File: config.mk
export PLATFORM = sky130hd
export DESIGN_NAME = uart_tx
export DESIGN_NICKNAME = d
export VERILOG_FILES = /design/src/rtl/uart_pkg.sv /design/src/rtl/uart_tx_serializer.sv /design/src/rtl/uart_tx.sv
export SDC_FILE = /design/constraint.sdc
export NUM_CORES = 1
export LEC_CHECK = 0
export ABC_AREA = 1
export CAP_MARGIN = 5
export CORE_MARGIN = 2
export CORE_UTILIZATION = 45
export DETAILED_ROUTE_END_ITERATION = 7
export PLACE_DENSITY = 0.68
export SLEW_MARGIN = 20
export SYNTH_ARGS = -nofsm -noshare
export SYNTH_HDL_FRONTEND = slang
export SYNTH_HIERARCHICAL = 1
export SYNTH_SLANG_ARGS = --single-unit
export TNS_END_PERCENT = 5
File: constraint.sdc
create_clock -name CLK -period 3.1 [get_ports CLK]
set_input_delay 0.465 -clock CLK [delete_from_list [all_inputs] [get_ports CLK]]
set_output_delay 0.465 -clock CLK [all_outputs]
set_load 0.05 [all_outputs]
File: src/rtl/uart_pkg.sv
// Shared UART definitions: transmit FSM states, parity selectors and line levels.
// The parity encoding matches the RX parity checker so both sides agree.
package uart_pkg;

  typedef enum logic [2:0] {
    IDLE   = 3'd0,
    START  = 3'd1,
    DATA   = 3'd2,
    PARITY = 3'd3,
    STOP   = 3'd4
  } tx_state_e;

  localparam logic PAR_EVEN  = 1'b0;
  localparam logic PAR_ODD   = 1'b1;

  localparam logic LINE_IDLE = 1'b1;
  localparam logic START_BIT = 1'b0;
  localparam logic STOP_BIT  = 1'b1;

endpackage

File: src/rtl/uart_tx_serializer.sv
// Holds the byte latched for the current frame and the data bit counter.
// Presents the bit that will be on the line after the next edge, and flags the last data bit.
module uart_tx_serializer #(
  parameter int DATA_WIDTH = 8
) (
  input  logic                  CLK,
  input  logic                  RST,
  input  logic                  load,
  input  logic                  advance,
  input  logic [DATA_WIDTH-1:0] din,
  output logic [DATA_WIDTH-1:0] data_q,
  output logic                  bit_nx,
  output logic                  ser_done
);

  localparam int CNT_W = $clog2(DATA_WIDTH);

  logic [CNT_W-1:0] cnt_q;
  logic [CNT_W-1:0] cnt_d;

  always_comb begin
    cnt_d = cnt_q;
    if (load) begin
      cnt_d = '0;
    end else if (advance) begin
      cnt_d = cnt_q + 1'b1;
    end
  end

  // Indexed with the next count so the registered TX_OUT lines up with the counter.
  assign bit_nx   = data_q[cnt_d];
  assign ser_done = (cnt_q == CNT_W'(DATA_WIDTH - 1));

  always_ff @(posedge CLK) begin
    if (RST) begin
      data_q <= '0;
      cnt_q  <= '0;
    end else begin
      if (load) begin
        data_q <= din;
      end
      cnt_q <= cnt_d;
    end
  end

endmodule

File: src/rtl/uart_tx.sv
// UART transmitter: one frame per accepted request, one serial bit per CLK.
//   state  | meaning
//   IDLE   | line high, not busy, waiting for Data_Valid
//   START  | start bit on the line
//   DATA   | data bits LSB first
//   PARITY | optional parity bit
//   STOP   | stop bit, then one idle cycle minimum
module uart_tx
  import uart_pkg::*;
#(
  parameter int DATA_WIDTH = 8
) (
  input  logic                  CLK,
  input  logic                  RST,
  input  logic [DATA_WIDTH-1:0] P_DATA,
  input  logic                  Data_Valid,
  input  logic                  PAR_EN,
  input  logic                  PAR_TYP,
  output logic                  TX_OUT,
  output logic                  busy
);

  tx_state_e state_q, state_d;

  logic                  par_en_q;
  logic                  par_typ_q;
  logic                  load;
  logic                  advance;
  logic                  ser_done;
  logic                  bit_nx;
  logic                  par_bit;
  logic                  tx_d;
  logic                  busy_d;
  logic [DATA_WIDTH-1:0] data_q;

  uart_tx_serializer #(
    .DATA_WIDTH(DATA_WIDTH)
  ) u_ser (
    .CLK     (CLK),
    .RST     (RST),
    .load    (load),
    .advance (advance),
    .din     (P_DATA),
    .data_q  (data_q),
    .bit_nx  (bit_nx),
    .ser_done(ser_done)
  );

  assign par_bit = (^data_q) ^ (par_typ_q == PAR_ODD);

  always_comb begin
    state_d = state_q;
    load    = 1'b0;
    advance = 1'b0;
    case (state_q)
      IDLE: begin
        if (Data_Valid) begin
          state_d = START;
          load    = 1'b1;
        end
      end
      START:  state_d = DATA;
      DATA: begin
        if (ser_done) begin
          state_d = par_en_q ? PARITY : STOP;
        end else begin
          advance = 1'b1;
        end
      end
      PARITY: state_d = STOP;
      STOP:   state_d = IDLE;
      default: state_d = IDLE;
    endcase
  end

  // Outputs are decoded from the next state and registered alongside it.
  always_comb begin
    tx_d   = LINE_IDLE;
    busy_d = 1'b1;
    case (state_d)
      IDLE: begin
        tx_d   = LINE_IDLE;
        busy_d = 1'b0;
      end
      START:   tx_d = START_BIT;
      DATA:    tx_d = bit_nx;
      PARITY:  tx_d = par_bit;
      STOP:    tx_d = STOP_BIT;
      default: begin
        tx_d   = LINE_IDLE;
        busy_d = 1'b0;
      end
    endcase
  end

  always_ff @(posedge CLK) begin
    if (RST) begin
      state_q   <= IDLE;
      TX_OUT    <= LINE_IDLE;
      busy      <= 1'b0;
      par_en_q  <= 1'b0;
      par_typ_q <= PAR_EVEN;
    end else begin
      state_q <= state_d;
      TX_OUT  <= tx_d;
      busy    <= busy_d;
      if (load) begin
        par_en_q  <= PAR_EN;
        par_typ_q <= PAR_TYP;
      end
    end
  end

endmodule

==> impl_metrics.csv <==
group,metric,value,unit
logic_synthesis,syn_area_per_cell,6.73,um^2
routing,drc,0,
critical_path,cp-start-kind,"input pin",
logic_synthesis,synth_edf_count,0,
clock_network,clk_pin_slew,0.10,ns
logic_synthesis,synthArstFlopShare,0,
clock_network,post_cts_resized,0,
logic_synthesis,synth_warnings,6,
global_routing,grt_pass1_vias,828,
critical_path,crit_buf_inv,3,
routing,vias,941,
sta,finalSetupViolations,0,
job,maxCapViolations,0,
die,die_height,51.2,um
sta,finalSetupTns,0,ns
finish,nets,181,
clock_network,cts-buffers-inserted,3,
critical_path,worst_setup_path_end_kind,"flip-flop",
die,fp.dieArea,2620,um^2
global_routing,grt_max_degree,19,
critical_path,slowest_stage,"clkdlybuf4s50_1",
die,ios,15,
sta,finalHoldViolCount,0,
logic_synthesis,synthCells,149,
clock_network,clock_tree.buffer_depth,2,
pwr,vdd_drop_max,218,uV
global_routing,antenna_found_initial,0,
die,core,2150,um^2
pwr,powerDensity,460,nW/um^2
routing,drt_iter0_markers,24,
logic_synthesis,netlist_area,1000,um^2
finish,antenna_cells,0,
run_status,status,"complete, no violations",
finish,drive_above_1_share,0.109,
die,row_count,17,
logic_synthesis,yosys_most_used_dff,"dfxtp_1",
routing,drt-vias-per-instance,4.88,
logic_synthesis,syn_nets,164,
clock_network,clkLatencyLatePin,0.29,ns
die,start_util,0.467,
logic_synthesis,ys_ff_latch,18,
routing,finalWirelength,1910,um
clock_network,h-tree-depth,1,
logic_synthesis,synth.distinct_cells,23,
routing,wl_per_cell,9.91,um
global_routing,grt_overflow_total,0,
placement,dp_slack,0.868,ns
sta,setup_ws,1.17,ns
placement,place_inst,189,
placement,gp_congestion,0.825,
finish,syn_to_final_growth,19.6,%
critical_path,timing.setup.critical_path_class,"in -> reg",
routing,antenna_left,0,
critical_path,crit_family,"buffers and inverters",
logic_synthesis,yosysSeqAreaShare,0.360,
sta,min_period_over_period,0.623,
critical_path,critPathMostFrequentCell,"nand2_1",
critical_path,crit_fanout,18,
logic_synthesis,synth_top_area_cell,"dfxtp_1",
logic_synthesis,ys_top_cells_by_count,"nand2_1 (46), inv_1 (21), nor2_1 (19)",
sta,slew_headroom,0.579,
sta,tightest_slew,0.630,ns
clock_network,cts_tree,"done",
critical_path,cp.required,3.28,ns
clock_network,postCtsHoldBufs,0,
routing,first_pass_iters,4,
placement,dpl.hpwl,1510,um
die,die_x,51.2,um
global_routing,grt_use_total,0.175,
clock_network,root_buffer,"clkbuf_4",
logic_synthesis,netlist.area_leader.share,0.360,
logic_synthesis,netlist_top_cells_area,"dfxtp_1 (36%), nand2_1 (17%), inv_1 (7.9%)",
sta,fin_crit,1.93,ns
global_routing,grt_pass1_wl,3480,um
sta,skew,0.00535,ns
pwr,p_leak,0.538,nW
sta,max_freq,518,MHz
finish,fin_cells,193,
logic_synthesis,yosysMostFrequentCell,"nand2_1",
sta,finalMaxSlewViolations,0,
clock_network,clock_sinks,18,
clock_network,postCtsSetupBuffers,0,
min_path,hold_class,"reg -> reg",
critical_path,cp_cell_sequence,"clkdlybuf4s50_1 > nand4_1 > inv_1 > inv_4 > nand3_4 > nand2_1 > nand3_1 > nand2_1 > nand2_1 > nand2_1 > nand2_1 > nand3_1",
critical_path,cpPeakStageDelay,0.47,ns
critical_path,worstPathArrival,2.12,ns
sta,rsz0062_at_grt,"no",
placement,io_buffer_count,14,
[metal layers]
metal | track usage | routed length [um] | vias up
li1 | - | - | 509
met1 | 0.243 | 957 | 418
met2 | 0.277 | 875 | 12
met3 | 0.0263 | 65 | 2
met4 | 0.0586 | 14 | 0
met5 | 0 | 0 | -
[worst reg2reg max path, cell delays in order (launching register included)]
cell and delay [ns]:
dfxtp_1 0.35, ha_1 0.20, ha_1 0.23, nor2_1 0.31, nand2_2 0.17, nand3_4 0.14, nand2_1 0.07, nand3_1 0.06
nand2_1 0.05, nand2_1 0.05, nand2_1 0.04, nand2_1 0.06, nand3_1 0.06
[logic make-up (layout without fill, tap and decap cells)]
group	after synthesis	count (layout)	share of synthesized area
compound gates	14	14	0.107
xor+xnor	1	1	0.00874
fa+ha+maj	2	2	0.0250
buf+inv	26	42	0.107
flops	18	18	0.360
simple gates	88	88	0.392
[layout make-up]
cell class | instances | area (um^2)
Clock buffer | 4 | 36.3
Fill cell | 206 | 950
Inverter | 24 | 92.6
Multi-Input combinational cell | 105 | 534
Sequential cell | 18 | 360
Tap cell | 28 | 35.0
Timing Repair Buffer | 14 | 140
[placed cells by master (no fill, tap or decap), types with 2 or more instances in the layout]
cell	count
nand2_1	46
inv_1	21
nor2_1	19
dfxtp_1	18
clkdlybuf4s50_1	14
nand3_1	11
nand4_1	5
a21oi_1	5
a211oi_2	4
o21ai_0	3
clkbuf_4	3
inv_2	2
nor2_2	2
ha_1	2
[through the flow]
| step | total power [mW] | hold WS (ns) | cell area, um^2 | utilization |
|---|---|---|---|---|
| 2_1_floorplan | 0.373 | 0.444 | 1000 | - |
| 3_3_place_gp | 0.409 | 0.491 | 1160 | 0.541 |
| 3_5_place_dp | 0.413 | 0.485 | 1160 | 0.541 |
| 4_1_cts | 0.558 | 0.501 | 1200 | 0.558 |
| 5_1_grt | 0.594 | 0.546 | 1200 | 0.558 |
| 6_report | 0.551 | 0.496 | 1200 | 0.558 |
[report_power, final]
part	leakage (nW)	internal [mW]	switching, mW	total (mW)
logic	0.369	0.0567	0.0881	0.145
clock network	0.0210	0.0714	0.0717	0.143
registers	0.148	0.250	0.0133	0.263
total	0.538	0.378	0.173	0.551
[worst paths after layout]
kind / startpoint / to / slack (ns) / cells after the start
min: par_typ_q$_SDFFE_PP0P_ / par_typ_q$_SDFFE_PP0P_ / 0.50 / 2
min reg2reg: par_typ_q$_SDFFE_PP0P_ / par_typ_q$_SDFFE_PP0P_ / 0.50 / 2
max reg2reg: u_ser/cnt_q[0]$_SDFF_PP0_ / TX_OUT$_SDFF_PP1_ / 1.21 / 12
max: Data_Valid / TX_OUT$_SDFF_PP1_ / 1.17 / 12
[registers in the layout, summed over array words and instances, names as in the netlist]
| signal | count |
|---|---|
| par_en_q | 1 |
| u_ser/cnt_q | 3 |
| state_q | 3 |
| u_ser/data_q | 8 |
| par_typ_q | 1 |
| busy | 1 |
| TX_OUT | 1 |
(Power assumes the default switching activity.)
